**src/rtl/div_unit_pkg.sv**
```systemverilog
// rtl/div_unit_pkg.sv - shared encodings for the multi-cycle integer divider
package div_unit_pkg;

  // Divider FSM states
  typedef enum logic [1:0] {
    DivFree   = 2'b00,
    DivByZero = 2'b01,
    DivOn     = 2'b10,
    DivEnd    = 2'b11
  } div_state_e;

  // Handshake levels seen by the EX stage
  localparam logic DivResultReady    = 1'b1;
  localparam logic DivResultNotReady = 1'b0;
  localparam logic DivStart          = 1'b1;
  localparam logic DivStop           = 1'b0;

  // EX-side aluop codes that route to this unit
  localparam logic [7:0] EXE_DIV_OP  = 8'b0001_1010;
  localparam logic [7:0] EXE_DIVU_OP = 8'b0001_1011;

endpackage

```
**src/rtl/div_unit_iter.sv**
```systemverilog
// rtl/div_unit_iter.sv - one combinational restoring-division step
module div_iter #(
  parameter int WIDTH = 32
) (
  input  logic [2*WIDTH:0] work,
  input  logic [WIDTH-1:0] divisor,
  output logic [2*WIDTH:0] work_next
);

  logic [2*WIDTH:0] shifted;
  logic [WIDTH:0]   upper;
  logic [WIDTH:0]   diff;
  logic             fits;

  // Shift in a zero, then try subtracting the divisor from the partial remainder
  always_comb begin
    shifted = work << 1;
    upper   = shifted[2*WIDTH:WIDTH];
    diff    = upper - {1'b0, divisor};
    fits    = (upper >= {1'b0, divisor});
    if (fits) begin
      work_next = {diff, shifted[WIDTH-1:1], 1'b1};
    end else begin
      work_next = shifted;
    end
  end

endmodule

```
**src/rtl/div_unit.sv**
```systemverilog
// rtl/div_unit.sv - radix-2 restoring DIV/DIVU unit with flush and divide-by-zero
module div_unit
  import div_unit_pkg::*;
#(
  parameter int WIDTH = 32
) (
  input  logic               clk,
  input  logic               rst,
  input  logic               start_i,
  input  logic               signed_i,
  input  logic               annul_i,
  input  logic [WIDTH-1:0]   opdata1_i,
  input  logic [WIDTH-1:0]   opdata2_i,
  output logic [2*WIDTH-1:0] result_o,
  output logic               ready_o,
  output logic               busy_o,
  output logic               div_zero_o
);

  localparam int CNT_W = $clog2(WIDTH) + 1;

  div_state_e       state;
  div_state_e       state_next;

  logic [CNT_W-1:0] cnt;
  logic [2*WIDTH:0] work;
  logic [2*WIDTH:0] work_step;
  logic [WIDTH-1:0] divisor_abs;
  logic             neg_q;
  logic             neg_r;
  logic [2*WIDTH-1:0] res;
  logic             zero_flag;

  logic             accept;
  logic             last_iter;
  logic [WIDTH-1:0] dividend_abs_in;
  logic [WIDTH-1:0] divisor_abs_in;
  logic [WIDTH-1:0] q_raw;
  logic [WIDTH-1:0] r_raw;
  logic [WIDTH-1:0] q_fix;
  logic [WIDTH-1:0] r_fix;

  logic [2*WIDTH-1:0] result_next;
  logic               ready_next;
  logic               busy_next;
  logic               div_zero_next;

  div_iter #(.WIDTH(WIDTH)) u_iter (
    .work      (work),
    .divisor   (divisor_abs),
    .work_next (work_step)
  );

  // Accept conditions, operand magnitudes and the signed fixup of the final step
  always_comb begin
    accept    = (state == DivFree) && start_i && !annul_i;
    last_iter = (state == DivOn) && (cnt == CNT_W'(WIDTH - 1));
    dividend_abs_in = (signed_i && opdata1_i[WIDTH-1]) ? ({WIDTH{1'b0}} - opdata1_i) : opdata1_i;
    divisor_abs_in  = (signed_i && opdata2_i[WIDTH-1]) ? ({WIDTH{1'b0}} - opdata2_i) : opdata2_i;
    q_raw = work_step[WIDTH-1:0];
    r_raw = work_step[2*WIDTH-1:WIDTH];
    // The most-negative / -1 case lands here with equal signs, so it wraps naturally
    q_fix = neg_q ? ({WIDTH{1'b0}} - q_raw) : q_raw;
    r_fix = neg_r ? ({WIDTH{1'b0}} - r_raw) : r_raw;
  end

  // State and registered outputs; reset beats every other input
  always_ff @(posedge clk) begin
    if (rst) begin
      state      <= DivFree;
      result_o   <= '0;
      ready_o    <= DivResultNotReady;
      busy_o     <= 1'b0;
      div_zero_o <= 1'b0;
    end else begin
      state      <= state_next;
      result_o   <= result_next;
      ready_o    <= ready_next;
      busy_o     <= busy_next;
      div_zero_o <= div_zero_next;
    end
  end

  // Next-state selection; a flush always returns to DivFree
  always_comb begin
    state_next = state;
    case (state)
      DivFree: begin
        if (start_i && !annul_i) begin
          state_next = (opdata2_i == '0) ? DivByZero : DivOn;
        end
      end
      DivByZero: begin
        state_next = annul_i ? DivFree : DivEnd;
      end
      DivOn: begin
        if (annul_i) begin
          state_next = DivFree;
        end else if (last_iter) begin
          state_next = DivEnd;
        end
      end
      DivEnd: begin
        if (annul_i || !start_i) begin
          state_next = DivFree;
        end
      end
      default: state_next = DivFree;
    endcase
  end

  // Output values for the next edge; the result is only presented while EX still requests it
  always_comb begin
    result_next   = '0;
    ready_next    = DivResultNotReady;
    div_zero_next = 1'b0;
    busy_next     = (state_next != DivFree);
    if ((state == DivEnd) && (start_i == DivStart) && !annul_i) begin
      result_next   = res;
      ready_next    = DivResultReady;
      div_zero_next = zero_flag;
    end
  end

  // Datapath: operand capture on accept, one restoring step per DivOn cycle
  always_ff @(posedge clk) begin
    if (rst) begin
      cnt         <= '0;
      work        <= '0;
      divisor_abs <= '0;
      neg_q       <= 1'b0;
      neg_r       <= 1'b0;
      res         <= '0;
      zero_flag   <= 1'b0;
    end else begin
      case (state)
        DivFree: begin
          if (accept) begin
            work        <= {{(WIDTH+1){1'b0}}, dividend_abs_in};
            divisor_abs <= divisor_abs_in;
            neg_q       <= signed_i && (opdata1_i[WIDTH-1] ^ opdata2_i[WIDTH-1]);
            neg_r       <= signed_i && opdata1_i[WIDTH-1];
            cnt         <= '0;
            res         <= '0;
            zero_flag   <= (opdata2_i == '0);
          end
        end
        DivByZero: begin
          res       <= '0;
          zero_flag <= 1'b1;
        end
        DivOn: begin
          if (annul_i) begin
            cnt <= '0;
          end else begin
            work <= work_step;
            cnt  <= cnt + 1'b1;
            if (last_iter) begin
              res       <= {r_fix, q_fix};
              zero_flag <= 1'b0;
            end
          end
        end
        default: begin
        end
      endcase
    end
  end

endmodule

```
**config.mk**
```make
export PLATFORM = sky130hd
export DESIGN_NAME = div_unit
export DESIGN_NICKNAME = d
export VERILOG_FILES = /design/src/rtl/div_unit_pkg.sv /design/src/rtl/div_unit_iter.sv /design/src/rtl/div_unit.sv
export SDC_FILE = /design/constraint.sdc
export NUM_CORES = 1
export LEC_CHECK = 0
export BUFFER_PORTS_ARGS = -buffer_cell sky130_fd_sc_hd__buf_2
export CAP_MARGIN = 20
export CORE_MARGIN = 5
export CORE_UTILIZATION = 40
export DETAILED_ROUTE_END_ITERATION = 6
export GPL_TIMING_DRIVEN = 0
export SETUP_SLACK_MARGIN = 0.4
export SLEW_MARGIN = 5
export SYNTH_ARGS = -nofsm -noshare
export SYNTH_HDL_FRONTEND = slang
export SYNTH_SLANG_ARGS = --single-unit
```
**constraint.sdc**
```tcl
create_clock -name clk -period 6.9 [get_ports clk]
set_clock_uncertainty 0.15 [all_clocks]
set_input_delay 0.345 -clock clk [delete_from_list [all_inputs] [get_ports clk]]
set_output_delay 0.345 -clock clk [all_outputs]
set_load 0.02 [all_outputs]
```
==> results.cfg <==
[run_status]
outcome = completed

[yosys]
synth_top_cell_area_share = 0.350
synth.ff_latch_count = 238
netlist_instances = 1725
synth.avg_cell_area_sq_um = 7.89
synth_top_area_cell = sky130_fd_sc_hd__dfxtp_1
asyncSetResetFlopFracSynth = 0
synth_edf_count = 0
mappedNetlistNets = 1838
synth_ff_type = sky130_fd_sc_hd__dfxtp_1
synth_cell_types = 82
synth-seq-area-share = 0.350
post_synthesis_instance_area_sq_um = 13600
yosys_warnings = 0
ys_top_cells_by_area = sky130_fd_sc_hd__dfxtp_1 (35%), sky130_fd_sc_hd__nand2_1 (5.6%), sky130_fd_sc_hd__nor2_1 (5.5%), sky130_fd_sc_hd__xnor2_1 (4.8%), sky130_fd_sc_hd__a21oi_1 (4.3%)

[clock_network]
clk_transition_reported_paths_ns = 0.06
cts_made_buffers = 27
clock_path_buffers = 3
clock_root_cell = sky130_fd_sc_hd__clkbuf_16
htreeDepth = 1
clk-insertion-delay-late_ns = 0.55
cts_tree = yes
clock_sink_count = 238

[critical_path]
timing.critical_path.to_type = flip-flop
timing.setup.critical_path_class = flip-flop to flip-flop
critical_path.startpoint_type = flip-flop
critPathRequiredTime_ns = 7.16
crit_path_max_fanout = 10
timing.critical_path.arrival_ns = 6.44

[sta]
fin_tns_setup_ns = 0
final.period_utilization = 0.897
tightestPinTransition_ns = 1.01
unrepaired_setup_endpoints_after_global_routing = false
report.final.slew_viol_count = 0
period_minus_slack_ns = 6.19
hold_viol_final = 0
max_freq_mhz = 162
setup_viol_count_final = 0
timing.max_slew.rel_slack = 0.323

[grt]
globalRoute.totalOverflow = 0
global_route_wire_length_before_repair_um = 66300
first_global_vias = 11920
grt.total_usage = 0.211
grt_max_degree = 14
antenna_violations_before_repair = 2

[power]
seq_power_share = 0.369
netSwitchingPower_w = 0.00138
power_report.internal_total_w = 0.00263
ir_worst_vdd_mv = 0.166
power.static_leakage_nw = 6.27
power_frac_comb = 0.277
power_per_cell_area_nw_per_um2 = 253
power.share.switching = 0.343
clkPwrFrac = 0.354

[finish]
finish.net_count = 2013
areaGrowthSynthToFinish_pct = 16.4
drive_gt1_frac = 0.121
finish.cell_count_without_fillers = 2369

[floorplanning]
die_outline_area_sq_um = 37800
effective_utilization_at_floorplan = 0.406
die_width_um = 194
top_level_ports = 136
rows = 67
die_h_um = 194
floorplan.core_area_sq_um = 33500

[detailed_routing]
wl_per_cell_um = 17.8
routed-via-count = 12845
detail_route.wirelength_um = 42100
drt_drc_violations_left = 0
drt-vias-per-instance = 5.42
antenna_left = 0
drt_iter0_markers = 976
drt-pass1-iter-count = 6

[worst_hold_path]
min-delay-path-class = primary input to flip-flop

[run]
maxCapViolations = 0

[place]
gp_routability_congestion = 0.962
place.detailed.instances = 2308
portBuffers = 135
dp.final_hpwl_um = 33400
==> cell type report <==
cell class	count	area [sq um]
antenna	2	5.00
sequential	238	4760
tap	448	561
clock inverter	11	116
clock buffer	37	753
buffer	104	420
timing repair buffer	146	786
multi-input combinational	1335	8250
inverter	48	180
fill	3411	17700
==> cell usage after synthesis (43+ instances only) <==
cell type / n
sky130_fd_sc_hd__a21oi_1: 116
sky130_fd_sc_hd__a22oi_1: 62
sky130_fd_sc_hd__and2_1: 84
sky130_fd_sc_hd__clkbuf_1: 80
sky130_fd_sc_hd__dfxtp_1: 238
sky130_fd_sc_hd__ha_1: 43
sky130_fd_sc_hd__inv_1: 48
sky130_fd_sc_hd__nand2_1: 203
sky130_fd_sc_hd__nor2_1: 198
sky130_fd_sc_hd__o21ai_0: 94
sky130_fd_sc_hd__xnor2_1: 74
sky130_fd_sc_hd__xor2_1: 59
==> cell usage in the layout, fill, tap and decap left out, types with 10 or more instances in the layout <==
cell,Yosys,routed
sky130_fd_sc_hd__o21a_1,11,11
sky130_fd_sc_hd__clkbuf_16,0,27
sky130_fd_sc_hd__buf_2,8,144
sky130_fd_sc_hd__a31oi_1,14,14
sky130_fd_sc_hd__nor2b_1,11,11
sky130_fd_sc_hd__or4_1,10,10
sky130_fd_sc_hd__dfxtp_1,238,238
sky130_fd_sc_hd__ha_1,43,43
sky130_fd_sc_hd__nor3_1,29,29
sky130_fd_sc_hd__nand3_1,18,18
sky130_fd_sc_hd__or3_1,23,23
sky130_fd_sc_hd__xor2_1,59,59
sky130_fd_sc_hd__inv_1,48,48
sky130_fd_sc_hd__xnor2_1,74,74
sky130_fd_sc_hd__o21ai_0,94,94
sky130_fd_sc_hd__and2_1,84,84
sky130_fd_sc_hd__mux2i_1,11,11
sky130_fd_sc_hd__a211oi_1,35,35
sky130_fd_sc_hd__o41ai_1,14,14
sky130_fd_sc_hd__a21o_1,14,14
sky130_fd_sc_hd__a22oi_1,62,62
sky130_fd_sc_hd__clkbuf_1,80,85
sky130_fd_sc_hd__a21oi_1,116,115
sky130_fd_sc_hd__nor4_1,23,23
sky130_fd_sc_hd__nand2b_1,10,10
sky130_fd_sc_hd__dlygate4sd3_1,0,11
sky130_fd_sc_hd__nand4_1,19,19
sky130_fd_sc_hd__buf_1,13,11
sky130_fd_sc_hd__o31ai_1,22,22
sky130_fd_sc_hd__nor2_1,198,198
sky130_fd_sc_hd__nand2_1,203,203
sky130_fd_sc_hd__o211ai_1,17,17
==> routing by layer <==
layer	wire length (um)	up-vias	global-route usage
li1	-	6468	-
met3	3320	51	0.0364
met5	0	-	0
met4	753	0	0.0448
met1	20900	5869	0.324
met2	17100	457	0.308
==> power by group through the flow <==
stage               logic (W)  clock network (W)  registers [W]
floorplan            0.000773                  0        0.00149
finish                0.00111            0.00142        0.00148
detailed placement    0.00108                  0        0.00151
global route          0.00122            0.00150        0.00148
global placement      0.00107                  0        0.00150
CTS                   0.00109            0.00144        0.00148
==> path summary, 6_finish.rpt <==
path | from | to | slack [ns] | cells after the start
setup reg to reg | work[51] | res[58] | 0.71 | 24
setup / recovery | work[51] | res[58] | 0.71 | 24
hold reg to reg | res[60] | res[60] | 0.29 | 2
hold / removal | opdata2_i[26] | divisor_abs[26] | 0.02 | 3
==> state kept, by name, summed over array words and instances (netlist names) <==
| register | cells |
|---|---|
| divisor_abs | 32 |
| work | 64 |
| cnt | 6 |
| div_zero_o | 1 |
| ready_o | 1 |
| neg_q | 1 |
| result_o | 64 |
| neg_r | 1 |
| res | 64 |
| zero_flag | 1 |
| busy_o | 1 |
| state | 2 |
==> kinds of logic (layout without fill, tap and decap cells) <==
group | after synthesis | count (layout) | synth area share
and+or+nand+nor | 672 | 672 | 0.238
AOI/OAI and AO/OA | 472 | 472 | 0.231
DFF | 238 | 238 | 0.350
buffers and inverters | 152 | 346 | 0.0439
xor gates and xnor gates | 133 | 133 | 0.0856
adders and majority gates | 44 | 44 | 0.0410
muxes | 14 | 14 | 0.0106
other | 0 | 2 | 0
==> critical path, cell delays in order, from the launching register on <==
cell and delay [ns]:
sky130_fd_sc_hd__dfxtp_1 0.40, sky130_fd_sc_hd__ha_1 0.31, sky130_fd_sc_hd__clkbuf_1 0.39, sky130_fd_sc_hd__nand2_1 0.22, sky130_fd_sc_hd__nor4_1 0.34, sky130_fd_sc_hd__a31oi_1 0.15, sky130_fd_sc_hd__o21a_1 0.22, sky130_fd_sc_hd__nand3_4 0.14
sky130_fd_sc_hd__buf_6 0.17, sky130_fd_sc_hd__buf_2 0.25, sky130_fd_sc_hd__clkbuf_2 0.28, sky130_fd_sc_hd__buf_2 0.34, sky130_fd_sc_hd__a21oi_1 0.23, sky130_fd_sc_hd__inv_1 0.09, sky130_fd_sc_hd__ha_1 0.25, sky130_fd_sc_hd__nor3b_1 0.21
sky130_fd_sc_hd__nand2_1 0.10, sky130_fd_sc_hd__or3_1 0.32, sky130_fd_sc_hd__nor4_1 0.18, sky130_fd_sc_hd__a31oi_1 0.17, sky130_fd_sc_hd__a21oi_4 0.27, sky130_fd_sc_hd__nand3_2 0.17, sky130_fd_sc_hd__o41ai_2 0.40, sky130_fd_sc_hd__xor2_1 0.22
sky130_fd_sc_hd__o21ai_1 0.07
==> what timing repair did <==
action / in CTS / in global routing
setup buffers: 0 / 0
hold buffers: 11 / 0
endpoints found under the hold margin: 11 / 0
endpoints found under the setup margin: 1 / 4
cloned: 0 / 0
pin swaps: 0 / 0
gates resized for setup: 1 / 5
==> metrics by stage <==
| stage | setup WS [ns] | hold WS, ns | total power [W] | util | area (sq um) |
|---|---|---|---|---|---|
| 5_1_grt | 0.437 | 0.0372 | 0.00421 | 0.472 | 15800 |
| 2_1_floorplan | 1.82 | 0.267 | 0.00226 | - | 13600 |
| 4_1_cts | 0.685 | 0.00552 | 0.00401 | 0.472 | 15800 |
| 3_3_place_gp | 0.463 | 0.283 | 0.00258 | 0.443 | 14800 |
| 6_report | 0.712 | 0.0179 | 0.00401 | 0.472 | 15800 |
| 3_5_place_dp | 0.436 | 0.290 | 0.00259 | 0.443 | 14800 |
No activity file was read; power rests on OpenSTA's default activity.
